[config.mk]
export PLATFORM = sky130hd
export DESIGN_NAME = alu_issue
export DESIGN_NICKNAME = d
export VERILOG_FILES = /design/src/rtl/alu_issue_pkg.sv /design/src/rtl/alu_issue_decode.sv /design/src/rtl/alu_issue.sv
export SDC_FILE = /design/constraint.sdc
export NUM_CORES = 1
export LEC_CHECK = 0
export CAP_MARGIN = 20
export CORE_UTILIZATION = 52
export CTS_BUF_LIST = sky130_fd_sc_hd__clkbuf_4 sky130_fd_sc_hd__clkbuf_8 sky130_fd_sc_hd__clkbuf_16
export CTS_CLUSTER_DIAMETER = 200
export CTS_CLUSTER_SIZE = 16
export DETAILED_ROUTE_END_ITERATION = 10
export HOLD_SLACK_MARGIN = 0.06
export PLACE_DENSITY = 0.85
export SLEW_MARGIN = 20
export SYNTH_ARGS = -nofsm -noshare
export SYNTH_HDL_FRONTEND = slang
export SYNTH_SLANG_ARGS = --single-unit
export TNS_END_PERCENT = 1
[constraint.sdc]
create_clock -name clk -period 5.4 [get_ports clk]
set_clock_uncertainty 0.1 [all_clocks]
set_input_delay 1.08 -clock clk [delete_from_list [all_inputs] [get_ports clk]]
set_output_delay 1.08 -clock clk [all_outputs]
set_load 0.05 [all_outputs]
[src/rtl/alu_issue_pkg.sv]
// alu_issue_pkg: widths, ALU operation codes, RV32I opcodes and decode helpers shared by the issue stage.
package alu_issue_pkg;
    localparam int XMSB = 31;
    localparam int XW = XMSB + 1;
    localparam int ALU_OP_MSB = 3;
    typedef logic [ALU_OP_MSB:0] alu_op_t;
    localparam alu_op_t ALU_OP_ADD  = 4'd0;
    localparam alu_op_t ALU_OP_SUB  = 4'd1;
    localparam alu_op_t ALU_OP_SLL  = 4'd2;
    localparam alu_op_t ALU_OP_SLT  = 4'd3;
    localparam alu_op_t ALU_OP_SLTU = 4'd4;
    localparam alu_op_t ALU_OP_XOR  = 4'd5;
    localparam alu_op_t ALU_OP_SRL  = 4'd6;
    localparam alu_op_t ALU_OP_SRA  = 4'd7;
    localparam alu_op_t ALU_OP_OR   = 4'd8;
    localparam alu_op_t ALU_OP_AND  = 4'd9;
    localparam alu_op_t ALU_OP_EQ   = 4'd10;
    localparam alu_op_t ALU_OP_NE   = 4'd11;
    localparam alu_op_t ALU_OP_LT   = 4'd12;
    localparam alu_op_t ALU_OP_GE   = 4'd13;
    localparam alu_op_t ALU_OP_LTU  = 4'd14;
    localparam alu_op_t ALU_OP_GEU  = 4'd15;
    localparam logic [6:0] OPC_OP     = 7'b0110011;
    localparam logic [6:0] OPC_OPIMM  = 7'b0010011;
    localparam logic [6:0] OPC_BRANCH = 7'b1100011;
    localparam logic [6:0] OPC_LUI    = 7'b0110111;
    localparam logic [6:0] OPC_AUIPC  = 7'b0010111;
    localparam logic [6:0] OPC_JAL    = 7'b1101111;
    localparam logic [6:0] OPC_JALR   = 7'b1100111;
    localparam logic [6:0] OPC_LOAD   = 7'b0000011;
    localparam logic [6:0] OPC_STORE  = 7'b0100011;
    localparam logic [2:0] BR_F3_EQ  = 3'b000;
    localparam logic [2:0] BR_F3_NE  = 3'b001;
    localparam logic [2:0] BR_F3_LT  = 3'b100;
    localparam logic [2:0] BR_F3_GE  = 3'b101;
    localparam logic [2:0] BR_F3_LTU = 3'b110;
    localparam logic [2:0] BR_F3_GEU = 3'b111;
    typedef struct packed {
        logic [XMSB:0] a;
        logic [XMSB:0] b;
        alu_op_t       op;
        logic          is_cond;
        logic [4:0]    rd;
        logic          wb_en;
        logic [XMSB:0] br_imm;
        logic          illegal;
    } bundle_t;
    // Which operands of a captured bundle came straight from the register file.
    typedef struct packed {
        logic       a_rs1;
        logic       b_rs2;
        logic [4:0] rs1;
        logic [4:0] rs2;
    } src_t;
    function automatic alu_op_t alu_f3(logic [2:0] f3, logic alt);
        case (f3)
            3'b000: alu_f3 = alt ? ALU_OP_SUB : ALU_OP_ADD;
            3'b001: alu_f3 = ALU_OP_SLL;
            3'b010: alu_f3 = ALU_OP_SLT;
            3'b011: alu_f3 = ALU_OP_SLTU;
            3'b100: alu_f3 = ALU_OP_XOR;
            3'b101: alu_f3 = alt ? ALU_OP_SRA : ALU_OP_SRL;
            3'b110: alu_f3 = ALU_OP_OR;
            3'b111: alu_f3 = ALU_OP_AND;
        endcase
    endfunction
    function automatic alu_op_t br_op(logic [2:0] f3);
        return f3 == BR_F3_EQ ? ALU_OP_EQ : f3 == BR_F3_NE ? ALU_OP_NE :
               f3 == BR_F3_LT ? ALU_OP_LT : f3 == BR_F3_GE ? ALU_OP_GE :
               f3 == BR_F3_LTU ? ALU_OP_LTU : ALU_OP_GEU;
    endfunction
    function automatic src_t src_of(logic [31:0] instr);
        src_t s;
        s.rs1 = instr[19:15];
        s.rs2 = instr[24:20];
        s.a_rs1 = instr[6:0] inside {OPC_OP, OPC_OPIMM, OPC_BRANCH, OPC_LOAD, OPC_STORE};
        s.b_rs2 = instr[6:0] inside {OPC_OP, OPC_BRANCH};
        return s;
    endfunction
endpackage

[src/rtl/alu_issue_decode.sv]
// alu_issue_decode: combinational RV32I decode of instruction, pc and register values into an ALU bundle.
module alu_issue_decode
    import alu_issue_pkg::*;
#(
    parameter int XLEN = 32
) (
    input  logic [31:0]     instr_i,
    input  logic [XLEN-1:0] pc_i,
    input  logic [XLEN-1:0] rs1_i,
    input  logic [XLEN-1:0] rs2_i,
    output logic [XLEN-1:0] a_o,
    output logic [XLEN-1:0] b_o,
    output alu_op_t         op_o,
    output logic            is_cond_o,
    output logic [4:0]      rd_o,
    output logic            wb_en_o,
    output logic [XLEN-1:0] br_imm_o,
    output logic            illegal_o
);
    logic [6:0]      opc;
    logic [2:0]      f3;
    logic            shift, wr;
    logic [XLEN-1:0] i_imm, s_imm, b_imm, u_imm, j_imm;
    assign opc   = instr_i[6:0];
    assign f3    = instr_i[14:12];
    assign shift = f3[1:0] == 2'b01;
    assign rd_o  = instr_i[11:7];
    assign i_imm = {{(XLEN-12){instr_i[31]}}, instr_i[31:20]};
    assign s_imm = {{(XLEN-12){instr_i[31]}}, instr_i[31:25], instr_i[11:7]};
    assign b_imm = {{(XLEN-13){instr_i[31]}}, instr_i[31], instr_i[7], instr_i[30:25], instr_i[11:8], 1'b0};
    assign u_imm = {instr_i[31:12], 12'b0};
    assign j_imm = {{(XLEN-21){instr_i[31]}}, instr_i[31], instr_i[19:12], instr_i[20], instr_i[30:21], 1'b0};
    assign br_imm_o = opc == OPC_JAL ? j_imm : b_imm;
    assign wb_en_o  = wr && rd_o != 5'd0;
    always_comb begin
        a_o = '0;
        b_o = '0;
        op_o = ALU_OP_ADD;
        is_cond_o = 1'b0;
        wr = 1'b0;
        illegal_o = 1'b0;
        case (opc)
            OPC_OP: begin
                a_o = rs1_i;
                b_o = rs2_i;
                op_o = alu_f3(f3, instr_i[30]);
                wr = 1'b1;
            end
            OPC_OPIMM: begin
                // Immediate shifts take only a 5-bit shamt; instr[25] set is an RV64 encoding.
                if (shift && instr_i[25]) illegal_o = 1'b1;
                else begin
                    a_o = rs1_i;
                    b_o = shift ? {{(XLEN-5){1'b0}}, instr_i[24:20]} : i_imm;
                    op_o = alu_f3(f3, f3 == 3'b101 && instr_i[30]);
                    wr = 1'b1;
                end
            end
            OPC_BRANCH: begin
                if (f3[2:1] == 2'b01) illegal_o = 1'b1;
                else begin
                    a_o = rs1_i;
                    b_o = rs2_i;
                    op_o = br_op(f3);
                    is_cond_o = 1'b1;
                end
            end
            OPC_LUI: begin
                b_o = u_imm;
                wr = 1'b1;
            end
            OPC_AUIPC: begin
                a_o = pc_i;
                b_o = u_imm;
                wr = 1'b1;
            end
            OPC_JAL, OPC_JALR: begin
                a_o = pc_i;
                b_o = XLEN'(4);
                wr = 1'b1;
            end
            OPC_LOAD: begin
                a_o = rs1_i;
                b_o = i_imm;
                wr = 1'b1;
            end
            OPC_STORE: begin
                a_o = rs1_i;
                b_o = s_imm;
            end
            default: illegal_o = 1'b1;
        endcase
    end
endmodule

[src/rtl/alu_issue.sv]
// alu_issue: RV32I decode/issue stage with a registered valid/ready output and a one-entry skid register.
// Optional ALU_ISSUE_FWD_EN adds a writeback forwarding port that patches operands at capture and in the skid.
module alu_issue
    import alu_issue_pkg::*;
#(
    parameter int XLEN = 32
) (
    input  logic            clk,
    input  logic            rst,
    input  logic            in_valid,
    output logic            in_ready,
    input  logic [31:0]     in_instr,
    input  logic [XLEN-1:0] in_pc,
    input  logic [XLEN-1:0] in_rs1,
    input  logic [XLEN-1:0] in_rs2,
    output logic            out_valid,
    input  logic            out_ready,
    output logic [XLEN-1:0] alu_a,
    output logic [XLEN-1:0] alu_b,
    output logic [ALU_OP_MSB:0] alu_op,
    output logic            alu_is_cond,
    output logic [4:0]      rd,
    output logic            wb_en,
    output logic [XLEN-1:0] br_imm,
    output logic            illegal
`ifdef ALU_ISSUE_FWD_EN
    ,
    input  logic            fwd_valid,
    input  logic [4:0]      fwd_rd,
    input  logic [XLEN-1:0] fwd_data
`endif
);
    bundle_t         out_q, out_d, skid_q, skid_d, dec;
    logic            out_valid_q, out_valid_d, skid_full_q, skid_full_d;
    logic            acc, xfer;
    logic [XLEN-1:0] rs1_v, rs2_v, d_a, d_b, d_br_imm;
    alu_op_t         d_op;
    logic            d_cond, d_wb, d_ill;
    logic [4:0]      d_rd;
`ifdef ALU_ISSUE_FWD_EN
    logic            fwd_hit;
    src_t            src_q, src_d;
    assign fwd_hit = fwd_valid && fwd_rd != 5'd0;
    assign rs1_v = fwd_hit && fwd_rd == in_instr[19:15] ? fwd_data : in_rs1;
    assign rs2_v = fwd_hit && fwd_rd == in_instr[24:20] ? fwd_data : in_rs2;
`else
    assign rs1_v = in_rs1;
    assign rs2_v = in_rs2;
`endif
    alu_issue_decode #(.XLEN(XLEN)) u_dec (
        .instr_i  (in_instr),
        .pc_i     (in_pc),
        .rs1_i    (rs1_v),
        .rs2_i    (rs2_v),
        .a_o      (d_a),
        .b_o      (d_b),
        .op_o     (d_op),
        .is_cond_o(d_cond),
        .rd_o     (d_rd),
        .wb_en_o  (d_wb),
        .br_imm_o (d_br_imm),
        .illegal_o(d_ill)
    );
    assign dec  = {d_a, d_b, d_op, d_cond, d_rd, d_wb, d_br_imm, d_ill};
    assign acc  = in_valid && !skid_full_q;
    assign xfer = out_valid_q && out_ready;
    always_comb begin
        out_d = out_q;
        skid_d = skid_q;
        out_valid_d = out_valid_q;
        skid_full_d = skid_full_q;
`ifdef ALU_ISSUE_FWD_EN
        src_d = src_q;
        if (fwd_hit && !skid_q.illegal && src_q.a_rs1 && src_q.rs1 == fwd_rd) skid_d.a = fwd_data;
        if (fwd_hit && !skid_q.illegal && src_q.b_rs2 && src_q.rs2 == fwd_rd) skid_d.b = fwd_data;
`endif
        // in_ready is low while the skid is full, so no accept can race the skid drain.
        if (skid_full_q) begin
            if (xfer) begin
                out_d = skid_d;
                skid_full_d = 1'b0;
            end
        end else if (acc) begin
            if (!out_valid_q || xfer) begin
                out_d = dec;
                out_valid_d = 1'b1;
            end else begin
                skid_d = dec;
                skid_full_d = 1'b1;
`ifdef ALU_ISSUE_FWD_EN
                src_d = src_of(in_instr);
`endif
            end
        end else if (xfer) out_valid_d = 1'b0;
    end
    always_ff @(posedge clk) begin
        if (rst) begin
            out_q <= '0;
            skid_q <= '0;
            out_valid_q <= 1'b0;
            skid_full_q <= 1'b0;
        end else begin
            out_q <= out_d;
            skid_q <= skid_d;
            out_valid_q <= out_valid_d;
            skid_full_q <= skid_full_d;
        end
    end
`ifdef ALU_ISSUE_FWD_EN
    always_ff @(posedge clk) src_q <= rst ? '0 : src_d;
`endif
    assign in_ready    = !skid_full_q;
    assign out_valid   = out_valid_q;
    assign alu_a       = out_q.a;
    assign alu_b       = out_q.b;
    assign alu_op      = out_q.op;
    assign alu_is_cond = out_q.is_cond;
    assign rd          = out_q.rd;
    assign wb_en       = out_q.wb_en;
    assign br_imm      = out_q.br_imm;
    assign illegal     = out_q.illegal;
endmodule

==> results.json, run 1 <==
{
  "io_buffer_count": 240,
  "grt_start_max_net_pins": 134,
  "wl_mm": 26.4,
  "std_cell_rows": 47,
  "leakage_nw": 3.89,
  "clkSinkCount": 194,
  "hold_start": "skid_q[0]",
  "switching_share": 0.314,
  "timing.rr.start": "skid_full_q",
  "grt_pass1_wl_mm": 41.5,
  "finalSetupTns_ns": 0,
  "die_w_um": 132,
  "rsz0062_at_grt": "false",
  "power_density_mw_per_mm2": 300,
  "root_buffer": "clkbuf_16",
  "diodes": 0,
  "post-dp-hpwl_mm": 17.1,
  "core_mm2": 0.0166,
  "syn_inst": 1009,
  "worst_pin_slew_ns": 1.04,
  "path_depth": 7,
  "fin_cells": 1395,
  "worst_setup_path_end_kind": "register",
  "cts_hold_buf": 0,
  "drtIter0Drc": 769,
  "critPathRequiredTime_ns": 5.63,
  "cp_num_buf_inv": 2,
  "path_cells": "clkdlybuf4s50_1 -> nor2b_1 -> or3b_1 -> a211oi_4 -> buf_4 -> a221oi_1 -> o41ai_2",
  "min_path_cells": 2,
  "ys.flop_type": "dfxtp_1",
  "slew_headroom": 0.307,
  "fp.dieH_um": 132,
  "p_clk_frac": 0.345,
  "post_drt_wl_per_cell_um": 18.9,
  "synth_cell_types": 51,
  "r2r.worst_path.cells": 8,
  "cpLargestDelayFamily": "compound AO/OA/AOI/OAI gates",
  "layout_commonest_cell": "clkdlybuf4s50_1",
  "syn_area_mm2": 0.00884,
  "p_seq_frac": 0.439,
  "die_area_mm2": 0.0175,
  "cts_resized": 0,
  "final_cell_mix": "clkdlybuf4s50_1 (239), dfxtp_1 (194), nor2_1 (131)",
  "layout-drive-gt1-share": 0.0723,
  "cts-buffers-inserted": 17,
  "worstSetupPathType": "in -> reg",
  "placed_cells": 1363,
  "multi_input_area_mm2": 0.00445,
  "synth_seq_cells": 194,
  "ant_nets": 0,
  "post_cts_buffers": 0,
  "p_sw_mw": 1.11,
  "htreeDepth": 4,
  "syn_area_per_cell_um2": 8.76,
  "io-pin-count": 242,
  "fin_crit_sh": 0.720,
  "ff2ff_setup_slack_ns": 2.68,
  "fin_total_pwr_mw": 3.53,
  "track_usage": 0.297,
  "worstSetupStartpointType": "primary input",
  "synth-edff-count": 0,
  "fin_nets": 1294,
  "synth_warnings": 0,
  "power.internal_mw": 2.42,
  "slowest_delay_ns": 0.71,
  "pwr-share-comb": 0.215,
  "ir_worst_vdd_v": 0.000203,
  "min_to": "skid_q[0]",
  "fmax_mhz": 257,
  "cap_viol_max_count": 0,
  "first_pass_iters": 6,
  "cp_max_fo": 22,
  "min_path_type": "reg -> reg",
  "grt_overflow": 0,
  "area_growth_pct": 33.3,
  "hold_violations": 0,
  "slowest_stage": "a211oi_4",
  "antenna_found_initial": 1,
  "grt_pass1_vias": 7835,
  "via_count": 8609,
  "drc": 0,
  "period_needed_ns": 3.89,
  "crit_arrival_ns": 4.12,
  "fill_cells": 1319,
  "async_flop_share": 0,
  "syn-num-nets": 1141,
  "slew_viol_final": 0,
  "path_clk_slew_ns": 0.07,
  "post_drt_via_cell_ratio": 6.17,
  "start_util": 0.533,
  "cts_tree": "yes",
  "ys_seq_area_frac": 0.439,
  "timing.rr.end": "skid_q[59]",
  "status": "complete, no violations",
  "place_congestion": 0.904,
  "ctsLongestPathBuffers": 2,
  "worstSkewPairLatency_ns": 0.43,
  "seq_area_mm2": 0.00388,
  "setup_viol_count_final": 0
}
-- cell type report --
| type | instances | area share |
|---|---|---|
| Inverter | 6 | 0.00191 |
| Clock inverter | 13 | 0.00966 |
| Timing Repair Buffer | 257 | 0.219 |
| Multi-Input combinational cell | 686 | 0.378 |
| Tap cell | 220 | 0.0234 |
| Sequential cell | 194 | 0.330 |
| Clock buffer | 19 | 0.0384 |
-- cell usage after synthesis (7+ instances only) --
library cell  count  area [µm²]
nor2b_1           7        43.8
o21ai_0          47         235
a221oi_1         60         526
nor2_1          133         499
a21oi_1          42         210
a22oi_1          59         443
buf_1             8        30.0
nand3b_1         30         225
nand2_1          79         297
o41ai_2          19         309
a211oi_1        102         766
dfxtp_1         194        3880
buf_4            15         113
clkbuf_1         85         319
buf_2            15        75.1
nor3_1           19        95.1
o31ai_1           8        60.1
mux2i_1          17         170
-- flip-flops by register name, summed over array words and instances (netlist names) --
signal,count
rd,5
illegal,1
br_imm,20
alu_op,4
alu_is_cond,1
wb_en,1
out_valid,1
skid_q,96
alu_b,32
alu_a,32
skid_full_q,1
-- logic make-up after synthesis --
family                 share of synthesized area
AOI/OAI and AO/OA                          0.325
buffers and inverters                     0.0633
DFF                                        0.439
muxes                                     0.0193
other                                   0.000424
and+or+nand+nor                            0.152
-- power groups by stage --
stage / clock network, mW / registers (mW) / logic, mW
6_report: 1.22 / 1.55 / 0.761
5_1_grt: 1.29 / 1.56 / 0.804
4_1_cts: 1.24 / 1.55 / 0.760
3_5_place_dp: 0 / 1.58 / 0.757
3_3_place_gp: 0 / 1.58 / 0.748
2_1_floorplan: 0 / 1.75 / 0.296
-- metrics by stage --
step                      setup WS (ns)  utilization  cell area, µm²  hold WS [ns]
after floorplan                    2.57            -            8840         0.333
after global placement             1.23        0.676           11200         0.339
after detailed placement           1.13        0.676           11200         0.344
after CTS                          1.58        0.710           11800         0.354
after global routing               1.38        0.711           11800         0.377
final                              1.51        0.711           11800         0.352
-- routing by layer --
metal	GRT usage	up-vias	wire length [µm]
li1	-	4088	-
met1	0.405	4086	11400
met2	0.465	388	12300
met3	0.0561	47	2030
met4	0.119	0	660
met5	0	-	0
-- tightest hold or removal path: stages, from the launching register on --
cell and delay, ns:
dfxtp_1 0.31, nand2_1 0.05, a21oi_1 0.05
-- worst max path at each step --
stage	from	to	slack (ns)
3_5_place_dp	in_instr[13]	alu_b[27]	1.13
3_3_place_gp	in_instr[13]	alu_b[25]	1.23
2_1_floorplan	in_instr[12]	alu_b[22]	2.57
6_report	in_instr[13]	alu_b[27]	1.51
5_1_grt	in_instr[13]	alu_b[27]	1.38
4_1_cts	in_instr[13]	alu_b[27]	1.58
Note: power is estimated with default switching activity, not from simulation.
==> run 2: changes to the inputs <==
--- a/config.mk
+++ b/config.mk
@@ -6,13 +6,13 @@
 export NUM_CORES = 1
 export LEC_CHECK = 0
 export CAP_MARGIN = 20
-export CORE_UTILIZATION = 52
+export CORE_UTILIZATION = 49
 export CTS_BUF_LIST = sky130_fd_sc_hd__clkbuf_4 sky130_fd_sc_hd__clkbuf_8 sky130_fd_sc_hd__clkbuf_16
 export CTS_CLUSTER_DIAMETER = 200
 export CTS_CLUSTER_SIZE = 16
 export DETAILED_ROUTE_END_ITERATION = 10
 export HOLD_SLACK_MARGIN = 0.06
-export PLACE_DENSITY = 0.85
+export PLACE_DENSITY = 0.81
 export SLEW_MARGIN = 20
 export SYNTH_ARGS = -nofsm -noshare
 export SYNTH_HDL_FRONTEND = slang
==> constraint.sdc (replaced) <==
create_clock -name clk -period 4 [get_ports clk]
set_clock_uncertainty 0.1 [all_clocks]
set_input_delay 0.8 -clock clk [delete_from_list [all_inputs] [get_ports clk]]
set_output_delay 0.8 -clock clk [all_outputs]
set_load 0.05 [all_outputs]
==> run 2 against run 1 <==
  * Design area grew 0.99%
  * Wire length rose by 1.4%
  * Critical path depth stayed put
  * Total power increased by 35%
  * Die area rose by 6.0%
  * Non-clock buffer count grew 17
  * Critical endpoint is now alu_b[21]
==> results.json, run 2 (synthesized netlist as in run 1, its figures left out) <==
{
  "grt_start_max_net_pins": 108,
  "slowest_stage": "clkdlybuf4s50_1",
  "path_clk_slew_ns": 0.07,
  "hold_start": "skid_q[36]",
  "r2r.worst_path.cells": 5,
  "fin_nets": 1311,
  "fin_crit_sh": 0.729,
  "cts_resized": 0,
  "worst_setup_path_end_kind": "register",
  "rsz0062_at_grt": "false",
  "cts_hold_buf": 0,
  "place_congestion": 0.897,
  "ir_worst_vdd_v": 0.000292,
  "cts-buffers-inserted": 17,
  "post-route-util": 0.681,
  "grt_pass1_wl_mm": 41.6,
  "fmax_mhz": 343,
  "fp.dieH_um": 136,
  "grt_pass1_vias": 7742,
  "ant_nets": 0,
  "post-dp-hpwl_mm": 17.5,
  "wl_mm": 26.8,
  "worst_pin_slew_ns": 0.791,
  "grt_overflow": 0,
  "crit_arrival_ns": 3.15,
  "post_drt_via_cell_ratio": 6.10,
  "layout_commonest_cell": "clkdlybuf4s50_1",
  "worstSkewPairLatency_ns": 0.43,
  "via_count": 8646,
  "die_area_mm2": 0.0186,
  "io-pin-count": 242,
  "final_cell_mix": "clkdlybuf4s50_1 (238), dfxtp_1 (194), nor2_1 (132)",
  "worstSetupStartpointType": "primary input",
  "cts_tree": "yes",
  "path_cells": "clkdlybuf4s50_1 -> nor2b_1 -> or3b_1 -> a211oi_4 -> buf_12 -> a221oi_1 -> o41ai_2",
  "setup_viol_count_final": 0,
  "area_growth_pct": 34.6,
  "htreeDepth": 4,
  "post_cts_buffers": 0,
  "layout-drive-gt1-share": 0.0856,
  "ff2ff_setup_slack_ns": 1.67,
  "slew_headroom": 0.472,
  "drc": 0,
  "min_path_type": "reg -> reg",
  "timing.rr.end": "alu_a[19]",
  "core_mm2": 0.0175,
  "finalSetupTns_ns": 0,
  "hold_violations": 0,
  "cp_max_fo": 46,
  "min_to": "skid_q[36]",
  "slew_viol_final": 0,
  "ctsLongestPathBuffers": 2,
  "min_path_cells": 2,
  "status": "complete, no violations",
  "critPathRequiredTime_ns": 4.23,
  "std_cell_rows": 48,
  "first_pass_iters": 5,
  "die_w_um": 136,
  "timing.rr.start": "skid_full_q",
  "placed_cells": 1384,
  "slowest_delay_ns": 0.56,
  "cap_viol_max_count": 0,
  "root_buffer": "clkbuf_16",
  "drtIter0Drc": 757,
  "fin_cells": 1417,
  "leakage_nw": 3.96,
  "diodes": 0,
  "worstSetupPathType": "in -> reg",
  "period_needed_ns": 2.92,
  "antenna_found_initial": 1,
  "largest_reg_flops": 96,
  "start_util": 0.506,
  "io_buffer_count": 240,
  "power_density_mw_per_mm2": 400,
  "clkSinkCount": 194,
  "post_drt_wl_per_cell_um": 18.9,
  "track_usage": 0.286,
  "largest-register": "skid_q"
}
-- run 2: worst max-delay path by stage --
stage	startpoint	to	slack, ns	cells past startpoint
5_1_grt	in_instr[13]	alu_b[23]	0.96	7
3_5_place_dp	in_instr[13]	alu_b[29]	0.67	7
3_3_place_gp	in_instr[13]	alu_b[6]	0.71	7
6_report	in_instr[13]	alu_b[21]	1.08	7
2_1_floorplan	in_instr[12]	alu_b[22]	1.45	7
4_1_cts	in_instr[13]	alu_b[21]	1.13	7
-- run 2: where the power goes --
group	total (mW)	internal (mW)	switching [mW]
registers	2.09	2.03	0.0589
logic	1.04	0.388	0.649
clock network	1.63	0.841	0.793
-- run 2: cell type report --
class	count	area [µm²]
well taps	225	282
fillers	1399	5580
inverters	6	22.5
flip-flops and latches	194	3880
clock inverters	13	118
clock buffers	19	447
multi-input cells	686	4450
repair buffers	274	2690
-- run 2: per-layer routing --
layer	track usage	up-vias	part of all wire	wire [µm]
met2	0.435	362	0.46	12400
met5	0	-	0	0
met1	0.417	4115	0.45	12100
met4	0.0858	0	0.017	457
met3	0.0395	37	0.068	1810
li1	-	4132	-	-
-- run 2: through the flow --
step           worst slack, ns  area [µm²]  power (mW)  hold slack (ns)
2_1_floorplan             1.45        8840        2.76            0.333
3_3_place_gp             0.710       11300        3.15            0.340
3_5_place_dp             0.674       11300        3.17            0.346
4_1_cts                   1.13       11900        4.78            0.356
5_1_grt                  0.959       11900        4.93            0.374
6_report                  1.08       11900        4.77            0.355
-- run 2: worst max-delay path: cells and delay by family --
family          cells  cell delay [ns]
buf+inv             2             0.84
compound gates      3             0.86
simple gates        2             0.61
==> run 3: changes to the inputs <==
--- a/config.mk
+++ b/config.mk
@@ -6,13 +6,13 @@
 export NUM_CORES = 1
 export LEC_CHECK = 0
 export CAP_MARGIN = 20
-export CORE_UTILIZATION = 49
+export CORE_UTILIZATION = 44
 export CTS_BUF_LIST = sky130_fd_sc_hd__clkbuf_4 sky130_fd_sc_hd__clkbuf_8 sky130_fd_sc_hd__clkbuf_16
 export CTS_CLUSTER_DIAMETER = 200
 export CTS_CLUSTER_SIZE = 16
 export DETAILED_ROUTE_END_ITERATION = 10
 export HOLD_SLACK_MARGIN = 0.06
-export PLACE_DENSITY = 0.81
+export PLACE_DENSITY = 0.77
 export SLEW_MARGIN = 20
 export SYNTH_ARGS = -nofsm -noshare
 export SYNTH_HDL_FRONTEND = slang
==> constraint.sdc (replaced) <==
create_clock -name clk -period 2.4 [get_ports clk]
set_clock_uncertainty 0.1 [all_clocks]
set_input_delay 0.48 -clock clk [delete_from_list [all_inputs] [get_ports clk]]
set_output_delay 0.48 -clock clk [all_outputs]
set_load 0.05 [all_outputs]
==> run 3 against run 2 <==
  * Die area increased by 11%
  * Combinational power increased by 74%
  * First-iteration DRC count decreased by 5.2%
  * Critical path type unchanged
  * Critical endpoint is now alu_b[20]
==> results.json, run 3 (synthesized netlist as in run 1, its figures left out) <==
{
  "die_w_um": 144,
  "cts_hold_buf": 0,
  "fmax_mhz": 432,
  "status": "complete, no violations",
  "gr-usage-met2": 0.425,
  "ff2ff_setup_slack_ns": 0.47,
  "setup.worst_path.end": "alu_b[20]",
  "root_buffer": "clkbuf_16",
  "layout_commonest_cell": "clkdlybuf4s50_1",
  "cp-startpoint": "in_instr[13]",
  "drc": 0,
  "clkSinkCount": 194,
  "hold_violations": 0,
  "wl_mm": 27.8,
  "place_congestion": 0.871,
  "grtUsageMet1": 0.356,
  "placed_area_mm2": 0.0119,
  "worst_setup_path_end_kind": "register",
  "post_cts_buffers": 0,
  "final_cell_mix": "clkdlybuf4s50_1 (226), dfxtp_1 (194), nor2_1 (132)",
  "cts_tree": "yes",
  "multi_input_area_mm2": 0.00446,
  "setup_viol_count_final": 0,
  "drtIter0Drc": 718,
  "grt_overflow": 0,
  "min_path_type": "reg -> reg",
  "fin_total_pwr_mw": 8.14,
  "io-pin-count": 242,
  "first_pass_iters": 6,
  "critPathRequiredTime_ns": 2.62,
  "fin_nets": 1357,
  "core_mm2": 0.0196,
  "area_growth_pct": 41.7,
  "cp_max_fo": 46,
  "grt_pass1_wl_mm": 43.3,
  "power_density_mw_per_mm2": 650,
  "fill_cells": 1669,
  "design_area_mm2": 0.0125,
  "std_cell_rows": 51,
  "worstSetupPathType": "in -> reg",
  "crit_arrival_ns": 2.54,
  "ir_worst_vdd_v": 0.000572,
  "r2r.worst_path.cells": 7,
  "largest-register": "skid_q",
  "die_area_mm2": 0.0207,
  "diodes": 0,
  "cap_viol_max_count": 0,
  "post-dp-hpwl_mm": 19.1,
  "largest_reg_flops": 96,
  "worstSkewPairLatency_ns": 0.43,
  "antenna_found_initial": 0,
  "slew_viol_final": 0,
  "post_drt_wl_per_cell_um": 18.5,
  "cts-buffers-inserted": 17,
  "ctsLongestPathBuffers": 2,
  "layout-drive-gt1-share": 0.120,
  "leakage_nw": 4.30,
  "ant_nets": 0,
  "use_met3": 0.0550,
  "period_needed_ns": 2.32,
  "fin_crit_sh": 0.966,
  "rsz0062_at_grt": "false",
  "slew_headroom": 0.597,
  "timing.rr.end": "skid_q[99]",
  "htreeDepth": 4,
  "worstSetupStartpointType": "primary input",
  "grt_busiest_layer": "met2",
  "worst_pin_slew_ns": 0.603,
  "fp.dieH_um": 144,
  "via_count": 8865,
  "track_usage": 0.268,
  "seq_area_mm2": 0.00388,
  "post_drt_via_cell_ratio": 5.90,
  "grt_pass1_vias": 8047,
  "start_util": 0.451,
  "timing.rr.start": "out_valid",
  "grt_start_max_net_pins": 73,
  "path_clk_slew_ns": 0.07,
  "worst_hold_slack_ns": 0.355,
  "io_buffer_count": 240
}
==> run 3: cell types whose count changed in the layout (fill, tap and decap cells not counted), sizes merged, moves of 2 or more <==
cell	before	now
clkdlybuf4s50	238	226
dlygate4sd2	0	11
clkinv	5	1
buf	36	82
clkinvlp	2	4
==> run 3: final cells by class <==
cell class,count,share of cell area
Tap cell,265,0.0265
Multi-Input combinational cell,686,0.356
Sequential cell,194,0.310
Clock inverter,13,0.0114
Timing Repair Buffer,320,0.259
Clock buffer,18,0.0351
Inverter,6,0.00180
==> run 3: how the worst min path moves through the flow <==
stage                from    endpoint  slack [ns]  cells past startpoint
5_1_grt         skid_q[7]   skid_q[7]        0.37                      2
2_1_floorplan   skid_q[0]   skid_q[0]        0.33                      2
4_1_cts        skid_q[11]  skid_q[11]        0.36                      2
3_3_place_gp   skid_q[11]  skid_q[11]        0.34                      2
6_report       skid_q[10]  skid_q[10]        0.35                      2
3_5_place_dp   skid_q[11]  skid_q[11]        0.35                      2
==> run 3: where the power goes <==
part | switching [mW] | total [mW] | internal, mW
Combinational | 1.11 | 1.81 | 0.704
Sequential | 0.0948 | 3.49 | 3.39
Clock | 1.35 | 2.85 | 1.50
Total | 2.55 | 8.14 | 5.59
==> run 3: repair_timing <==
action,in CTS,in global routing
endpoints found under the setup margin,12,4
pin swaps,0,2
gates cloned,0,0
resized for setup,11,2
==> run 3: worst max-delay path, stage by stage <==
cell	delay, ns
clkdlybuf4s50_1	0.41
nor2b_1	0.16
or3b_1	0.39
a211oi_4	0.33
buf_12	0.27
a221oi_1	0.14
o41ai_2	0.34
==> run 3: through the flow <==
step,setup WS (ns),cells,TNS (ns),util
floorplan,0.106,1009,0,-
global placement,-0.260,1471,-23.54,0.610
detailed placement,-0.344,1471,-27.73,0.610
CTS,0.00336,1502,0,0.639
global route,0.0329,1502,0,0.639
finish,0.0827,1502,0,0.639
==> run 3: metal layers <==
layer  vias up  routed length [µm]
met5         -                   0
met4         0                 625
met3        42                2210
met2       385               13000
met1      4208               12000
li1       4230                   -
